## src/rtl/hbridge_pwm_ctrl_pkg.sv

```systemverilog
// Shared types and constants for the H-bridge PWM controller and its status display.
// Glyphs are {g,f,e,d,c,b,a} with segments active low.
package hbridge_pwm_ctrl_pkg;

  typedef enum logic [1:0] {
    ST_RUN   = 2'd0,
    ST_DEAD  = 2'd1,
    ST_FAULT = 2'd2
  } state_t;

  localparam logic [6:0] GLYPH_F    = 7'b0001110;
  localparam logic [6:0] GLYPH_B    = 7'b0000011;
  localparam logic [6:0] GLYPH_E    = 7'b0000110;
  localparam logic [6:0] GLYPH_A    = 7'b0001000;
  localparam logic [6:0] GLYPH_1    = 7'b1111001;
  localparam logic [6:0] GLYPH_G    = 7'b0010000;
  localparam logic [6:0] GLYPH_U    = 7'b1100011;
  localparam logic [6:0] GLYPH_DASH = 7'b0111111;

  // Index with the digit number; entry 0 enables the rightmost digit.
  localparam logic [3:0][3:0] DIGIT_EN = {4'b0111, 4'b1011, 4'b1101, 4'b1110};

  function automatic logic [6:0] status_glyph(input logic faulted, input logic idle,
                                              input logic reverse);
    if (faulted)      return GLYPH_E;
    else if (idle)    return GLYPH_DASH;
    else if (reverse) return GLYPH_B;
    else              return GLYPH_F;
  endfunction

endpackage

```

## src/rtl/hbridge_pwm_ctrl_if.sv

```systemverilog
// Board-side signal bundle of the H-bridge controller: switch/comparator inputs,
// gate drives, fault flag and 7-seg display lines.
interface hbridge_pwm_ctrl_if #(
  parameter int DUTY_W = 3
);
  logic [DUTY_W-1:0] duty;
  logic              dir;
  logic              oc_a;
  logic              oc_b;
  logic              fault_clr;
  logic              pwm_fwd;
  logic              pwm_rev;
  logic              fault;
  logic [6:0]        seg;
  logic [3:0]        an;

  modport master (
    output duty, dir, oc_a, oc_b, fault_clr,
    input  pwm_fwd, pwm_rev, fault, seg, an
  );

  modport slave (
    input  duty, dir, oc_a, oc_b, fault_clr,
    output pwm_fwd, pwm_rev, fault, seg, an
  );
endinterface

```

## src/rtl/hbridge_pwm_ctrl_sseg_mux4.sv

```systemverilog
// Four-digit multiplexed 7-seg driver: picks the glyph and active-low digit enable
// for the digit currently selected by the scan counter.
module sseg_mux4
  import hbridge_pwm_ctrl_pkg::*;
(
  input  logic [1:0] sel,
  input  logic [6:0] glyph0,
  input  logic [6:0] glyph1,
  input  logic [6:0] glyph2,
  input  logic [6:0] glyph3,
  output logic [6:0] seg,
  output logic [3:0] an
);

  always_comb begin
    an = DIGIT_EN[sel];
    case (sel)
      2'd0:    seg = glyph0;
      2'd1:    seg = glyph1;
      2'd2:    seg = glyph2;
      default: seg = glyph3;
    endcase
  end

endmodule

```

## src/rtl/hbridge_pwm_ctrl.sv

```systemverilog
// H-bridge PWM controller: free-running PWM counter, period-aligned duty update,
// dead time on reversal, filtered overcurrent latch. Optional SOFT_RAMP_EN enables duty ramping.
//   state    | meaning
//   ST_RUN   | PWM on the bridge side selected by act_dir
//   ST_DEAD  | both gates low for DEADTIME_CYC clocks before (re)driving
//   ST_FAULT | overcurrent latched, both gates low until fault_clr with oc low
module hbridge_pwm_ctrl
  import hbridge_pwm_ctrl_pkg::*;
#(
  parameter int CNT_W        = 20,
  parameter int DUTY_W       = 3,
  parameter int DEADTIME_CYC = 1000,
  parameter int OC_FILT      = 16,
  parameter int RAMP_STEP    = 2 ** (CNT_W - DUTY_W)
) (
  input  logic             clock,
  input  logic             reset,
  hbridge_pwm_ctrl_if.slave bus
);

  localparam int DW   = CNT_W + 1;
  localparam int DT_W = $clog2(DEADTIME_CYC + 1);
  localparam int OC_W = $clog2(OC_FILT + 1);

  if (DEADTIME_CYC < 1 || OC_FILT < 1 || RAMP_STEP < 1 || DUTY_W > CNT_W) begin : g_bad_param
    $error("hbridge_pwm_ctrl: illegal parameter combination");
  end

  logic [CNT_W-1:0] cnt;
  logic [DW-1:0]    duty_app, duty_app_nxt, duty_tgt;
  logic             dir_m, dir_s, oc_a_m, oc_a_s, oc_b_m, oc_b_s, oc_hi;
  logic [OC_W-1:0]  oc_cnt;
  logic             oc_trip;
  state_t           state, state_nxt;
  logic             act_dir, act_dir_nxt;
  logic [DT_W-1:0]  dt_cnt, dt_cnt_nxt;
  logic             period_end, pwm_on;
  logic             pwm_fwd_q, pwm_rev_q, pwm_fwd_nxt, pwm_rev_nxt;
  logic [6:0]       glyph0, glyph3, seg_w;
  logic [3:0]       an_w;

  assign oc_hi      = oc_a_s | oc_b_s;
  assign oc_trip    = oc_hi && (oc_cnt >= OC_W'(OC_FILT - 1));
  assign period_end = &cnt;
  assign pwm_on     = ({1'b0, cnt} < duty_app);
  // All-ones code maps to a full period so 100% duty is reachable.
  assign duty_tgt   = (&bus.duty) ? (DW'(1) << CNT_W)
                                  : (DW'(bus.duty) << (CNT_W - DUTY_W));

  always_ff @(posedge clock) begin
    if (reset) begin
      dir_m  <= 1'b0;
      dir_s  <= 1'b0;
      oc_a_m <= 1'b0;
      oc_a_s <= 1'b0;
      oc_b_m <= 1'b0;
      oc_b_s <= 1'b0;
      oc_cnt <= '0;
      cnt    <= '0;
    end else begin
      dir_m  <= bus.dir;
      dir_s  <= dir_m;
      oc_a_m <= bus.oc_a;
      oc_a_s <= oc_a_m;
      oc_b_m <= bus.oc_b;
      oc_b_s <= oc_b_m;
      cnt    <= cnt + 1'b1;
      if (!oc_hi)
        oc_cnt <= '0;
      else if (oc_cnt != OC_W'(OC_FILT))
        oc_cnt <= oc_cnt + 1'b1;
    end
  end

  always_ff @(posedge clock) begin
    if (reset) begin
      state     <= ST_RUN;
      act_dir   <= 1'b0;
      dt_cnt    <= '0;
      duty_app  <= '0;
      pwm_fwd_q <= 1'b0;
      pwm_rev_q <= 1'b0;
    end else begin
      state     <= state_nxt;
      act_dir   <= act_dir_nxt;
      dt_cnt    <= dt_cnt_nxt;
      duty_app  <= duty_app_nxt;
      pwm_fwd_q <= pwm_fwd_nxt;
      pwm_rev_q <= pwm_rev_nxt;
    end
  end

  always_comb begin
    state_nxt   = state;
    act_dir_nxt = act_dir;
    dt_cnt_nxt  = dt_cnt;
    pwm_fwd_nxt = 1'b0;
    pwm_rev_nxt = 1'b0;
    if (oc_trip) begin
      state_nxt = ST_FAULT;
    end else begin
      case (state)
        ST_RUN: begin
          if (dir_s != act_dir) begin
            state_nxt  = ST_DEAD;
            dt_cnt_nxt = '0;
          end
        end
        ST_DEAD: begin
          // A direction that flips back during dead time still waits out the full interval.
          if (dt_cnt == DT_W'(DEADTIME_CYC - 1)) begin
            state_nxt   = ST_RUN;
            act_dir_nxt = dir_s;
          end else begin
            dt_cnt_nxt = dt_cnt + 1'b1;
          end
        end
        ST_FAULT: begin
          if (bus.fault_clr && !oc_hi) begin
            state_nxt  = ST_DEAD;
            dt_cnt_nxt = '0;
          end
        end
        default: state_nxt = ST_RUN;
      endcase
    end
    if (state_nxt == ST_RUN) begin
      pwm_fwd_nxt = pwm_on & ~act_dir_nxt;
      pwm_rev_nxt = pwm_on & act_dir_nxt;
    end
  end

`ifdef SOFT_RAMP_EN
  localparam logic [DW:0] STEP_V = (DW + 1)'(RAMP_STEP);
  logic [DW:0]   ramp_up;
  logic [DW-1:0] ramp_val;

  always_comb begin
    ramp_up = {1'b0, duty_app} + STEP_V;
    if (duty_app <= duty_tgt)
      ramp_val = (ramp_up >= {1'b0, duty_tgt}) ? duty_tgt : ramp_up[DW-1:0];
    else
      ramp_val = ({1'b0, duty_app - duty_tgt} <= STEP_V) ? duty_tgt
                                                          : duty_app - STEP_V[DW-1:0];
  end
`endif

  always_comb begin
    duty_app_nxt = duty_app;
    if (state == ST_FAULT && state_nxt == ST_DEAD)
      duty_app_nxt = '0;
`ifdef SOFT_RAMP_EN
    else if (state == ST_RUN && state_nxt == ST_DEAD)
      duty_app_nxt = '0;
    else if (period_end && state == ST_RUN && state_nxt == ST_RUN)
      duty_app_nxt = ramp_val;
`else
    else if (period_end)
      duty_app_nxt = duty_tgt;
`endif
  end

  assign glyph0 = status_glyph(state == ST_FAULT, duty_app == '0, act_dir);
  assign glyph3 = oc_hi ? GLYPH_G : GLYPH_U;

  sseg_mux4 u_sseg (
    .sel    (cnt[CNT_W-1 -: 2]),
    .glyph0 (glyph0),
    .glyph1 (GLYPH_A),
    .glyph2 (GLYPH_1),
    .glyph3 (glyph3),
    .seg    (seg_w),
    .an     (an_w)
  );

  assign bus.pwm_fwd = pwm_fwd_q;
  assign bus.pwm_rev = pwm_rev_q;
  assign bus.fault   = (state == ST_FAULT);
  assign bus.seg     = seg_w;
  assign bus.an      = an_w;

  a_no_shoot_through: assert property (@(posedge clock) disable iff (reset)
    !(pwm_fwd_q && pwm_rev_q));

endmodule

```

## src/flat_wrapper.sv

```systemverilog
// flat-port wrapper written by rule: the top's interface ports become plain ports
module hbridge_pwm_ctrl_flat import hbridge_pwm_ctrl_pkg::*;
#(
  parameter int CNT_W        = 20,
  parameter int DUTY_W       = 3,
  parameter int DEADTIME_CYC = 1000,
  parameter int OC_FILT      = 16,
  parameter int RAMP_STEP    = 2 ** (CNT_W - DUTY_W)
)
  (clock, reset, bus_duty, bus_dir, bus_oc_a, bus_oc_b, bus_fault_clr, bus_pwm_fwd, bus_pwm_rev, bus_fault, bus_seg, bus_an);
  hbridge_pwm_ctrl_if #(.DUTY_W(DUTY_W)) bus_i ();
  input  logic clock;
  input  logic reset;
  input wire logic [$bits(bus_i.duty)-1:0] bus_duty;
  input wire logic [$bits(bus_i.dir)-1:0] bus_dir;
  input wire logic [$bits(bus_i.oc_a)-1:0] bus_oc_a;
  input wire logic [$bits(bus_i.oc_b)-1:0] bus_oc_b;
  input wire logic [$bits(bus_i.fault_clr)-1:0] bus_fault_clr;
  output wire logic [$bits(bus_i.pwm_fwd)-1:0] bus_pwm_fwd;
  output wire logic [$bits(bus_i.pwm_rev)-1:0] bus_pwm_rev;
  output wire logic [$bits(bus_i.fault)-1:0] bus_fault;
  output wire logic [$bits(bus_i.seg)-1:0] bus_seg;
  output wire logic [$bits(bus_i.an)-1:0] bus_an;
  assign bus_i.duty = bus_duty;
  assign bus_i.dir = bus_dir;
  assign bus_i.oc_a = bus_oc_a;
  assign bus_i.oc_b = bus_oc_b;
  assign bus_i.fault_clr = bus_fault_clr;
  assign bus_pwm_fwd = bus_i.pwm_fwd;
  assign bus_pwm_rev = bus_i.pwm_rev;
  assign bus_fault = bus_i.fault;
  assign bus_seg = bus_i.seg;
  assign bus_an = bus_i.an;
  hbridge_pwm_ctrl #(.CNT_W(CNT_W), .DUTY_W(DUTY_W), .DEADTIME_CYC(DEADTIME_CYC), .OC_FILT(OC_FILT), .RAMP_STEP(RAMP_STEP)) u_core (.clock(clock), .reset(reset), .bus(bus_i));
endmodule
```

## config.mk

```make
export PLATFORM = sky130hd
export DESIGN_NAME = hbridge_pwm_ctrl_flat
export DESIGN_NICKNAME = d
export VERILOG_FILES = /design/src/rtl/hbridge_pwm_ctrl_pkg.sv /design/src/rtl/hbridge_pwm_ctrl_if.sv /design/src/rtl/hbridge_pwm_ctrl_sseg_mux4.sv /design/src/rtl/hbridge_pwm_ctrl.sv /design/src/flat_wrapper.sv
export SDC_FILE = /design/constraint.sdc
export NUM_CORES = 1
export LEC_CHECK = 0
export ABC_CLOCK_PERIOD_IN_PS = 3200
export CAP_MARGIN = 15
export CORE_MARGIN = 4
export CORE_UTILIZATION = 57
export DETAILED_ROUTE_END_ITERATION = 10
export PLACE_DENSITY = 0.83
export SLEW_MARGIN = 20
export SYNTH_ARGS = -nofsm -noshare
export SYNTH_HDL_FRONTEND = slang
export SYNTH_HIERARCHICAL = 1
export SYNTH_SLANG_ARGS = --single-unit
```

## constraint.sdc

```tcl
create_clock -name clock -period 3.2 [get_ports clock]
set_clock_uncertainty 0.2 [all_clocks]
set_input_delay 0.64 -clock clock [delete_from_list [all_inputs] [get_ports clock]]
set_output_delay 0.64 -clock clock [all_outputs]
set_load 0.005 [all_outputs]
```

* Word level (Yosys, flattened, before mapping)
Cells that the tools add are included.
** Word-level totals
- Flip-flop bits (word level) :: 67
- Output and inout port bits :: 14
- Bits of input ports :: 9
** Operators by class
- Equal/unequal tests :: 11
- Order comparisons :: 3
- $add $sub $neg :: 3
- Reduce and logical (&&, ||, !) cells :: 15
- Bitwise operators :: 7
- Multiplexer cells :: 20
** Operator list (count)
- 10-bit 2-to-1 mux :: 3
- 10-bit one-hot mux with 3 select lines :: 1
- 21-bit zero test :: 1
- 20-bit by 21-bit < comparator with 1-bit output :: 1
- 21-bit 2-to-1 mux :: 1
- 7-bit 2-to-1 mux :: 3
- 7-bit one-hot mux with 3 select lines :: 1
- 20-bit by 1-bit adder with 20-bit output, second input constant :: 1
- 20-bit AND reduction :: 1
- 10-bit by 1-bit adder with 10-bit output, second input constant :: 1
- 10-bit == test, second input constant :: 1
- 4-bit binary-select mux with 2-bit select :: 1
- 2-bit 2-to-1 mux :: 4
- 4-bit 2-to-1 mux :: 2
- 2-bit by 1-bit == test with 1-bit output, second input constant :: 3
- 2-bit zero test :: 3
- 2-bit one-hot mux with 3 select lines :: 1
- 2-bit OR reduction :: 3
- 5-bit by 1-bit adder with 5-bit output, second input constant :: 1
- 5-bit by 4-bit greater-or-equal comparator with 1-bit output, second input constant :: 1
- 5-bit != test, second input constant :: 1
- 5-bit AND reduction :: 1
- 2-bit == test, second input constant :: 2
- 2-bit by 1-bit != test with 1-bit output, second input constant :: 2
- 11 further kinds :: 19

* Depth between registers and ports, before layout
Gate-level depths: netlist (run 1).
- Depth in word-level cells :: 9
- Mapped depth :: 8
- Mapped depth without buffers :: 7

* Modules after synthesis
Netlist (run 1), hierarchy kept.
** Modules (own cells, without submodules)
- hbridge_pwm_ctrl :: cells an instance 289, area an instance 2482.4 sq um, times used 1
- sseg_mux4 :: cells an instance 13, area an instance 205.2 sq um, times used 1

* Worst setup path before layout (run 1)
No wires, ideal clock.
- Path kind :: register -> register
- From :: register u_core.oc_cnt[0]
- To :: register u_core.dt_cnt[0]
- Data required time :: 2.930 ns
- Arrival :: 1.968 ns
- Path buffers :: 1
- Path slack :: 0.962 ns
- Cell stages (with the launch flop) :: 9
- Cell sequence :: dfxtp_1 > ha_1 > and3_1 > ha_1 > nor3_1 > a21oi_1 > clkbuf_1 > or4_1 > a21oi_1
** On the way
- Longest elaborated chain between the ends :: 4
** RTL lines
- from (decl) :: line hbridge_pwm_ctrl.sv:32 : logic [OC_W-1:0] oc_cnt;
- from (signal assigned) :: line hbridge_pwm_ctrl.sv:71 : oc_cnt <= oc_cnt + 1'b1;
- 5-bit by 4-bit greater-or-equal comparator with 1-bit output :: line hbridge_pwm_ctrl.sv:43 : assign oc_trip = oc_hi && (oc_cnt >= OC_W'(OC_FILT - 1));
- 1-bit logical AND :: line hbridge_pwm_ctrl.sv:43
- 1-bit NOT (no source line)
- 5-bit AND reduction (no source line)
- to (signal assigned) :: line hbridge_pwm_ctrl.sv:86 : dt_cnt <= dt_cnt_nxt;
- to (decl) :: line hbridge_pwm_ctrl.sv:36 : logic [DT_W-1:0] dt_cnt, dt_cnt_nxt;
Every way passes these cells.
A chain may end at the register's enable or synchronous reset.

* Worst setup path in the final report (run 1)
- From :: register u_core.state[1]
- To :: output bus_seg[4]
** On the way
- Longest elaborated chain between the ends :: 3
** RTL lines
- from (decl) :: line hbridge_pwm_ctrl.sv:34 : state_t state, state_nxt;
- from (signal assigned) :: line hbridge_pwm_ctrl.sv:84 : state <= state_nxt;
- 2-bit == test :: line hbridge_pwm_ctrl.sv:163 : assign glyph0 = status_glyph(state == ST_FAULT, duty_app == '0, act_dir);
- 7-bit 2-to-1 mux :: line hbridge_pwm_ctrl_pkg.sv:25 : if (faulted) return GLYPH_E;
- via u_core.glyph0[4] :: line hbridge_pwm_ctrl.sv:39 : logic [6:0] glyph0, glyph3, seg_w;
- 7-bit one-hot mux with 3 select lines :: line hbridge_pwm_ctrl_sseg_mux4.sv:17 : case (sel)
- to (decl) :: line flat_wrapper.sv:22 : output wire logic [$bits(bus_i.seg)-1:0] bus_seg;
The timed path passes the listed nets, and every way through them passes these cells.

==> results.toml, run 1 <==
[critical_path]
crit_path_max_fanout = 9
crit_path_start_kind = "register"
ff2ff_setup_slack_ns = 0.62
cp-end-kind = "primary output"
required_ns = 2.36
arrival_ns = 2.20
path_class = "register to primary output"

[floorplanning]
die-area_um2 = 5880
die_h_um = 76.7
start_util_pct = 60.5
core-area_um2 = 4440
rows = 24
die_w_um = 76.7
io_pins = 23

[cts]
tritoncts = "built"
cts.repair.resized = 0
clock_sinks = 50
hold_buffers = 0
clk_path_buf_depth = 2
cts_buffers = 5
clock_latency_ns = 0.29
root_buffer = "clkbuf_8"
postCtsSetupBuffers = 0
clk_pin_slew_worst_paths_ns = 0.08
clock_tree.htree_level_count = 2

[logic_synthesis]
synth_edf_count = 0
yosysMostFrequentCell = "dfxtp_1"
synth_ff_type = "dfxtp_1"
synthTopCellsByArea = "dfxtp_1 37%, mux4_2 4.2%, nor2_1 3.9%"
syn_inst = 302
avgSynthCellArea_um2 = 8.90
yosys.area.top_type_share_pct = 37.2
ys_types = 54
synth.ff_latch_count = 50
ys_seq_area_share_pct = 37.2
syn_area_um2 = 2690
yosys.area.top_type = "dfxtp_1"
ys_warn_count = 6
synth_common_cells = "50 x dfxtp_1, 28 x nor2_1, 17 x nand2_1"
synthArstFlopShare_pct = 0

[run]
cap_violations = 0

[timing]
max_slew_margin_pct = 40.8
grt_setup_unrepaired = "false"
fmax_mhz = 329
fin_crit_sh_pct = 95.0
setup_tns_ns = 0
worst_pin_slew_ns = 0.888
setup_viol = 0
timing.final.crit_period_ns = 3.04
slew_viol_final = 0
finalHoldViolations = 0

[routing]
wl_per_cell_um = 15.0
firstDrtPassIters = 4
drc_errors = 0
postRouteAntennaNets = 0
totalWireLength_mm = 5.84
drt_iter0_markers = 229
num_vias = 2310
routed_via_density = 5.94

[pwr]
p_leak_uw = 0.00109
p_total_uw = 1240
ir_drop_uv = 217
power_density_nw_per_um2 = 397

[final_layout]
final_nets = 352
fin_util_pct = 70.5
drive_gt1_share_pct = 6.82
syn_to_final_growth_pct = 16.5
diodes = 0

[grt]
grt_remaining_overflow = 0
grt_usage_pct = 20.4
grt_antenna_before_repair = 0
grt_max_degree = 29
grt_pass1_wl_mm = 9.78
grt_pass1_vias = 2135

[hold_path]
min_path_type = "register to register"

[run_status]
status = "finished, final reports clean"

[place]
portBuffers = 22
place_congestion = 0.895
hpwl_mm = 4.33
-- power breakdown --
part	internal, µW	leakage [µW]	total (µW)	switching [µW]
Clock	333	0.0000714	529	196
Combinational	33.8	0.000612	74.9	41.1
Sequential	631	0.000405	639	8.55
Total	998	0.00109	1240	246
-- metrics by stage --
| stage | std cells | setup slack (ns) | instance area, µm² | hold WS (ns) |
|---|---|---|---|---|
| 2_1_floorplan | 318 | 0.962 | 2750 | 0.214 |
| 3_3_place_gp | 381 | 0.574 | 2990 | 0.220 |
| 3_5_place_dp | 381 | 0.528 | 2990 | 0.239 |
| 4_1_cts | 389 | 0.196 | 3130 | 0.258 |
| 5_1_grt | 389 | 0.0893 | 3130 | 0.272 |
| 6_report | 389 | 0.161 | 3130 | 0.251 |
-- final cells by class --
cell class                      count  area [µm²]
Timing Repair Buffer               24         235
Multi-Input combinational cell    242        1640
Clock inverter                      2        60.1
Clock buffer                        6        82.6
Tap cell                           52        65.1
Sequential cell                    50        1000
Fill cell                         363        1310
Inverter                           13        48.8
-- metal layers --
layer | track usage, % | vias to the layer above | part of all wire, %
met4 | 7.43 | 0 | 2.2
met2 | 34.0 | 80 | 48
met1 | 25.6 | 1067 | 44
met5 | 0 | - | 0
li1 | - | 1148 | -
met3 | 4.80 | 15 | 5.7
-- cell usage in the layout (no fill, tap or decap), drive strengths merged, types with 2 or more instances in the layout --
cell           instances
nor2b                 13
nand2                 17
a31oi                  2
nor4                   6
o31ai                  8
a21oi                 16
or3                    4
or2                    2
clkdlybuf4s50         22
nand3                 16
dfxtp                 50
and2                   2
xor2                   6
conb                  18
ha                     7
buf                    2
or4                    8
nand3b                 2
a21o                   3
nand2b                 7
a221oi                 2
and3                   3
mux4                   7
bufinv                 2
clkbuf                 6
nand4                 10
nor3                   4
and4                   5
inv                   13
xnor2                 10
mux2i                  9
o21ai                  9
nor2                  28
-- kinds of logic (layout without fill, tap and decap cells) --
logic type | count (synthesis) | after routing | share of synthesized area (%)
other | 2 | 18 | 0.279
adders and majority gates | 7 | 7 | 3.26
AOI/OAI and AO/OA | 51 | 51 | 12.2
and+or+nand+nor | 133 | 133 | 27.8
muxes | 17 | 17 | 9.92
DFF | 50 | 50 | 37.2
buffers and inverters | 26 | 45 | 4.00
xor gates and xnor gates | 16 | 16 | 5.21
-- worst paths after layout --
kind | from | end | depth (start not counted)
worst max register to register | u_core/oc_cnt[1] | u_core/dt_cnt[9] | 7
worst min register to register | u_core/dir_m | u_core/dir_s | 1
worst min-delay path | u_core/dir_m | u_core/dir_s | 1
worst max-delay path | u_core/state[1] | bus_seg[4] | 5
-- registers in the layout (all words and copies together) (netlist names), 2 cells and up --
register and flops:
u_core/state 2, u_core/dt_cnt 10, u_core/oc_cnt 5, u_core/duty_app 4, u_core/cnt 20
-- worst max-delay path, cell delays in order, from the launching register on --
cell,delay (ns)
dfxtp_1,0.50
nand2b_1,0.15
inv_1,0.23
nor2_1,0.11
mux4_2,0.47
clkdlybuf4s50_1,0.46
(Power assumes the default switching activity.)
==> inputs of run 2 (changes only) <==
Settings changed: TNS_END_PERCENT from default to 5.
==> results of run 2 <==
The final DEF is identical to that of run 1; final timing and power are the same.
==> inputs of run 3 (changes only) <==
Settings changed: ABC_CLOCK_PERIOD_IN_PS 3200 to default, CAP_MARGIN 15 to 40.
==> results.toml, run 3 (synthesis results as in run 1) <==
[grt]
grt_usage_pct = 20.4
grt_pass1_vias = 2135
grt_antenna_before_repair = 0
grt_pass1_wl_mm = 9.78
grt_remaining_overflow = 0
grt_max_degree = 29

[routing]
postRouteAntennaNets = 0
totalWireLength_mm = 5.87
wl_per_cell_um = 15.1
routed_via_density = 5.96
drt_iter0_markers = 181
drc_errors = 0
firstDrtPassIters = 4
num_vias = 2326

[hold_path]
min_path_type = "register to register"

[floorplanning]
core-area_um2 = 4440
die-area_um2 = 5880
rows = 24
die_h_um = 76.7
start_util_pct = 60.5
io_pins = 23
die_w_um = 76.7

[cts]
clock_tree.htree_level_count = 2
cts.repair.resized = 0
clock_latency_ns = 0.29
hold_buffers = 0
cts_buffers = 5
clock_sinks = 50
root_buffer = "clkbuf_8"
clk_path_buf_depth = 2
clk_pin_slew_worst_paths_ns = 0.09
tritoncts = "built"
postCtsSetupBuffers = 0

[timing]
max_slew_margin_pct = 48.0
slew_viol_final = 0
fmax_mhz = 329
whs_ns = 0.251
finalHoldViolations = 0
setup_tns_ns = 0
grt_setup_unrepaired = "false"
worst_pin_slew_ns = 0.779
fin_crit_sh_pct = 95.0
setup_viol = 0
timing.final.crit_period_ns = 3.04

[pwr]
p_leak_uw = 0.00109
power_density_nw_per_um2 = 396
ir_drop_uv = 217

[final_layout]
final_cell_mix = "50 x dfxtp_1, 28 x nor2_1, 22 x clkdlybuf4s50_1"
drive_gt1_share_pct = 7.10
reg_top3 = "u_core/cnt: 20 flops, u_core/dt_cnt: 10 flops, u_core/oc_cnt: 5 flops"
diodes = 0
regMostFlops = "u_core/cnt"
syn_to_final_growth_pct = 16.8
finalNonFillerCells = 390
fin_util_pct = 70.6
final_nets = 353
layout_commonest_cell = "dfxtp_1"
largest_register_ffs = 20

[critical_path]
required_ns = 2.36
critPathTopFamily = "buffers and inverters"
arrival_ns = 2.20
crit_slowest_cell = "dfxtp_1"
crit_path_max_fanout = 9
path_class = "register to primary output"
max_stage_delay_ns = 0.50
cp-end-kind = "primary output"
cp_cell_sequence = "nand2b_1 -> inv_1 -> nor2_1 -> mux4_2 -> clkdlybuf4s50_1"
path_buf_inv = 2
crit_path_start_kind = "register"

[run]
cap_violations = 0

[place]
hpwl_mm = 4.33
place_inst = 381
place_congestion = 0.895
portBuffers = 22

[run_status]
status = "finished, final reports clean"
## run 3: cell count changes in the layout (fill, tap and decap cells not counted)
cell / delta
clkbuf_4: +1
## run 3: where the power goes
group	total, µW	switching, µW	internal (µW)
Combinational	75.0	41.2	33.8
Sequential	640	8.61	631
Clock	530	197	333
Total	1240	246	998
## run 3: cell type report
| class | instances | area [µm²] |
|---|---|---|
| Clock buffer | 6 | 82.6 |
| Clock inverter | 2 | 60.1 |
| Fill cell | 360 | 1310 |
| Inverter | 13 | 48.8 |
| Multi-Input combinational cell | 242 | 1640 |
| Sequential cell | 50 | 1000 |
| Tap cell | 52 | 65.1 |
| Timing Repair Buffer | 25 | 243 |
## run 3: final timing paths
path,from,end,slack (ns),cells past startpoint
hold reg to reg,u_core/dir_m,u_core/dir_s,0.25,1
setup / recovery,u_core/state[1],bus_seg[4],0.16,5
setup reg to reg,u_core/oc_cnt[1],u_core/dt_cnt[9],0.65,7
hold / removal,u_core/dir_m,u_core/dir_s,0.25,1
## run 3: worst reg2reg max path: stages (launching register included)
cell and delay [ns]:
dfxtp_1 0.36, ha_1 0.21, and3_1 0.18, ha_1 0.20, nor3_1 0.21, a21oi_1 0.29, or4_1 0.64, mux2i_1 0.14
## run 3: metal layers
| layer | track usage (%) | share of wire (%) | up-vias |
|---|---|---|---|
| met2 | 34.0 | 48 | 92 |
| met1 | 25.6 | 43 | 1070 |
| met3 | 4.80 | 6.1 | 15 |
| met4 | 7.43 | 2.1 | 0 |
| li1 | - | - | 1149 |
| met5 | 0 | 0 | - |
## run 3: through the flow
| step | power, µW | setup WS, ns | cell area [µm²] |
|---|---|---|---|
| 2_1_floorplan | 700 | 0.962 | 2750 |
| 3_3_place_gp | 725 | 0.574 | 2990 |
| 3_5_place_dp | 728 | 0.528 | 2990 |
| 4_1_cts | 1260 | 0.196 | 3130 |
| 5_1_grt | 1300 | 0.0893 | 3140 |
| 6_report | 1240 | 0.160 | 3140 |
==> RTL change 1 (config.mk and constraints of run 3) <==
Add a define of `SOFT_RAMP_EN`.
--- a/src/rtl/hbridge_pwm_ctrl.sv
+++ b/src/rtl/hbridge_pwm_ctrl.sv
@@ -4,6 +4,8 @@
 //   ST_RUN   | PWM on the bridge side selected by act_dir
 //   ST_DEAD  | both gates low for DEADTIME_CYC clocks before (re)driving
 //   ST_FAULT | overcurrent latched, both gates low until fault_clr with oc low
+`define SOFT_RAMP_EN
+
 module hbridge_pwm_ctrl
   import hbridge_pwm_ctrl_pkg::*;
 #(
Behaviour: same outputs for any inputs over 10 cycles, from zero or initial values and one cycle with reset high; that may be too few to reach the edited logic, so the function may still have changed.
==> RTL change 1 against run 3 <==
  * Highest routed layer unchanged
  * Area after synthesis increased by 9.0%
  * Via count grew 7.7%
  * Fmax shrank 1.6%
  * Die area up 8.1%
  * Design area increased by 11%
  * Wire length is 1.5% higher
  * Worst setup slack got worse by 49 ps
  * Sequential cell count stayed put
  * First-iteration DRC count is 36% lower
  * Power fell by 4.1%
  * Final cell count grew 14%
  * Sequential share of layout area shrank 3.3 points
==> RTL change 1: results (changes against run 3) <==
[placed_design]
place_inst=438  ; +15%
hpwl_mm=4.542  ; +4.8%
routabilityCongestion=0.9080  ; +1.5%
pre_cts_slack_ps=-267.7  ; -795.8 ps

[finish]
drive_above_1_share=0.1108  ; +0.03981
final_nets=406  ; +15%
final_cells=446  ; +14%

[synthesis]
netlist-cell-type-count=61  ; +13%
synthTopCellsByArea=dfxtp_1 34%, ha_1 7.7%, nor2_1 4.4%
synthTopCellsByCount=50 x dfxtp_1, 34 x nor2_1, 18 x a21oi_1, 18 x ha_1
syn_inst=326  ; +7.9%
ys_seq_area_frac=0.3416  ; -0.03085
synth-compound-area-share=0.1396  ; +0.01718
synthMuxAreaShare=0.06661  ; -0.03255
synthAdderAreaFrac=0.08369  ; +0.05110

[power]
p_comb_mw=0.122  ; +63%
ir_worst_vdd_uv=344.6  ; +59%
leakagePower_nw=1.299  ; +19%
power_mw=1.194  ; -4.1%
pg_clk_mw=0.432  ; -18%

[route]
dr_wl_met3_um=244  ; -32%
drt_iter0_markers=116  ; -36%
routed-wl-met2_mm=2.949  ; +4.0%
num_vias=2506  ; +7.7%
wl_met1_mm=2.671  ; +4.7%

[global_route]
met3_usage=0.03499  ; -0.01302
grt_pass1_wl_mm=10.17  ; +4.0%
track_usage=0.2010  ; -0.002677
grt_max_degree=21  ; -28%
grt.met2_usage=0.3606  ; +0.02088
grt_pass1_vias=2331  ; +9.2%

[setup_path]
crit_start=bus_duty[0]
cpMaxStageDelayCell=clkdlybuf4s50_1
max_stage_delay_ps=470  ; -30 ps
path_max_fanout=3  ; -6

[status]
status=completed

[sta]
max-slew-margin-rel=0.5717  ; +0.09119

RTL change 1: cell types whose count changed after synthesis, sizes merged, moves of 4 or more:
cell / before / now
or3: 4 / 8
ha: 7 / 18
xor2: 6 / 14
clkbuf: 9 / 5
mux2i: 9 / 3
nor2: 28 / 34
or4: 8 / 3
RTL change 1: cell type report:
type	count	area (um^2)
clock inverter	3	40.04
timing repair buffer	38	340.3
multi-input combinational	268	1906
fill	369	1353
inverter	15	56.30
clock buffer	5	68.82
tap	67	83.83
sequential	50	1001
RTL change 1: path summary, 6_finish.rpt:
path,end,slack (ps),cells past startpoint
max,u_core/duty_app[19]$_SDFFE_PP0P_,110,11
min,u_core/dir_s$_SDFF_PP0_,240,1
max reg2reg,u_core/dt_cnt[7]$_SDFFE_PP0P_,470,8
min reg2reg,u_core/dir_s$_SDFF_PP0_,240,1
==> RTL change 2 (config.mk and constraints of run 3) <==
Made on the original files. Re-encode `state_t` (3 states) as one-hot, 3 bits wide.
--- a/src/rtl/hbridge_pwm_ctrl_pkg.sv
+++ b/src/rtl/hbridge_pwm_ctrl_pkg.sv
@@ -2,10 +2,10 @@
 // Glyphs are {g,f,e,d,c,b,a} with segments active low.
 package hbridge_pwm_ctrl_pkg;
 
-  typedef enum logic [1:0] {
-    ST_RUN   = 2'd0,
-    ST_DEAD  = 2'd1,
-    ST_FAULT = 2'd2
+  typedef enum logic [2:0] {
+    ST_RUN   = 3'b001,
+    ST_DEAD  = 3'b010,
+    ST_FAULT = 3'b100
   } state_t;
 
   localparam logic [6:0] GLYPH_F    = 7'b0001110;
Behaviour: same outputs for any inputs over 10 cycles, from zero or initial values and one cycle with reset high; not proved beyond that.
==> RTL change 2 against run 3 <==
  * Design area down 1.4%
  * Global-route usage down 0.13 points
  * Final cell count down 3.1%
  * Worst setup slack worse by 27 ps
  * Sequential cell count up 1
  * Via count down 2.6%
  * Wire length down 5.2%
  * Area after synthesis down 0.84%
  * Power down 11%
  * Largest cell class unchanged
==> RTL change 2: results (changes against run 3) <==
[finish]
diodes=0  ; unchanged
fillers=353  ; -1.9%
final_nets=341  ; -3.4%
regMostFlops=u_core/cnt
drive_above_1_share=0.08896  ; +0.01795

[synthesis]
synth-xor-area-share=0.04930  ; -0.002846
synthTopCellsByArea=dfxtp_1 38%, mux4_2 4.2%, xor2_1 3.9%
synthMuxAreaShare=0.08498  ; -0.01419
ys_seq_area_frac=0.3831  ; +0.01066
netlist-cell-type-count=56  ; +3.7%
synthAdderAreaFrac=0.03286  ; +0.0002754
synth-compound-area-share=0.1376  ; +0.01512
synthTopCellsByCount=51 x dfxtp_1, 21 x nor2_1, 16 x nand2_1, 16 x nand3_1, 14 x a21oi_1

[setup_path]
path_max_fanout=10  ; +1
rrSetupSlack_ps=280  ; -370 ps
critPathArrivalTime_ps=2230  ; +30 ps

[power]
ir_worst_vdd_uv=219.7  ; +1.2%
leakagePower_nw=1.064  ; -2.7%

[hold_path]
hold_path_class=reg -> reg

[sta]
hold-worst-slack_ps=244.6  ; -6.285 ps
max-slew-margin-rel=0.4942  ; +0.01377
min_period_ps=3067  ; +27.04 ps

[placed_design]
pre_cts_slack_ps=292.0  ; -236.0 ps
io_buffer_count=22  ; unchanged
hpwl_mm=3.924  ; -9.5%
routabilityCongestion=0.9007  ; +0.66%
post_dp_cell_area_mm2=0.002995  ; +0.21%

[global_route]
grt_pass1_vias=2151  ; +0.75%
grt_max_degree=20  ; -31%
track_usage=0.2025  ; -0.001274
grt_pass1_wl_mm=9.798  ; +0.21%
antenna_found_initial=0  ; unchanged

[route]
vias_per_cell=5.995  ; +0.51%
drt_iter0_markers=158  ; -13%
wl_per_cell_um=14.72  ; -2.2%

[clock_network]
clk_pin_slew_ps=90  ; about the same
clock_latency_ps=310  ; +20 ps
cts_setup_buffers=0  ; unchanged

[status]
status=completed

## RTL change 2: cell count changes in the layout (fill, tap and decap cells not counted), sizes merged, moves of 5 or more
cell,run 3,this run
nor2,28,21
xnor2,10,3
xor2,6,12
buf,2,7
nor2b,13,8
## RTL change 2: per-layer routing
metal  vias up  share of wire  track usage  wire length, um
met3        10          0.052      0.04374              289
met4         0          0.022      0.09964              121
met5         -              0            0                0
met1      1066           0.46       0.2526             2542
met2        65           0.47       0.3304             2610
li1       1125              -            -                -
## RTL change 2: critical path, cell delays in order (launching register included)
cell	delay, ps
dfxtp_1	410
nor3b_4	450
nor2_1	120
mux4_2	480
clkdlybuf4s50_1	460
## RTL change 2: layout make-up
type | instances | share of cell area
clock buffers | 6 | 0.02669
repair buffers | 29 | 0.08815
well taps | 52 | 0.02103
multi-input cells | 227 | 0.5156
inverters | 11 | 0.01334
clock inverters | 2 | 0.005257
flip-flops and latches | 51 | 0.3300
## RTL change 2: cell families after synthesis
group | after synthesis
buffers and inverters | 25
AND/OR/NAND/NOR | 122
AO/OA/AOI/OAI | 52
other | 2
flip-flops | 51
adder cells (fa/ha/maj) | 7
multiplexers | 13
XOR/XNOR | 15
## RTL change 2: worst paths after layout
check                                              startpoint                             to  depth (start not counted)
worst max-delay path               u_core/state[2]$_SDFF_PP0_                     bus_seg[4]                          4
worst min-delay path                 u_core/cnt[0]$_SDFF_PP0_       u_core/cnt[0]$_SDFF_PP0_                          1
worst max register to register  u_core/oc_cnt[0]$_SDFFE_PP0P_  u_core/dt_cnt[3]$_SDFFE_PP0P_                          7
worst min register to register       u_core/cnt[0]$_SDFF_PP0_       u_core/cnt[0]$_SDFF_PP0_                          1
## RTL change 2: stage by stage
stage	utilization	cells
2_1_floorplan	-	303
3_3_place_gp	0.6723	369
3_5_place_dp	0.6740	370
4_1_cts	0.6962	378
5_1_grt	0.6962	378
6_report	0.6962	378
## RTL change 2: where the power goes
group | total (mW) | internal, mW | switching [mW] | leakage (nW)
Clock | 0.394 | 0.177 | 0.217 | 0.0474
Sequential | 0.648 | 0.642 | 0.00598 | 0.413
Combinational | 0.0663 | 0.0314 | 0.0349 | 0.603
Total | 1.11 | 0.851 | 0.258 | 1.06
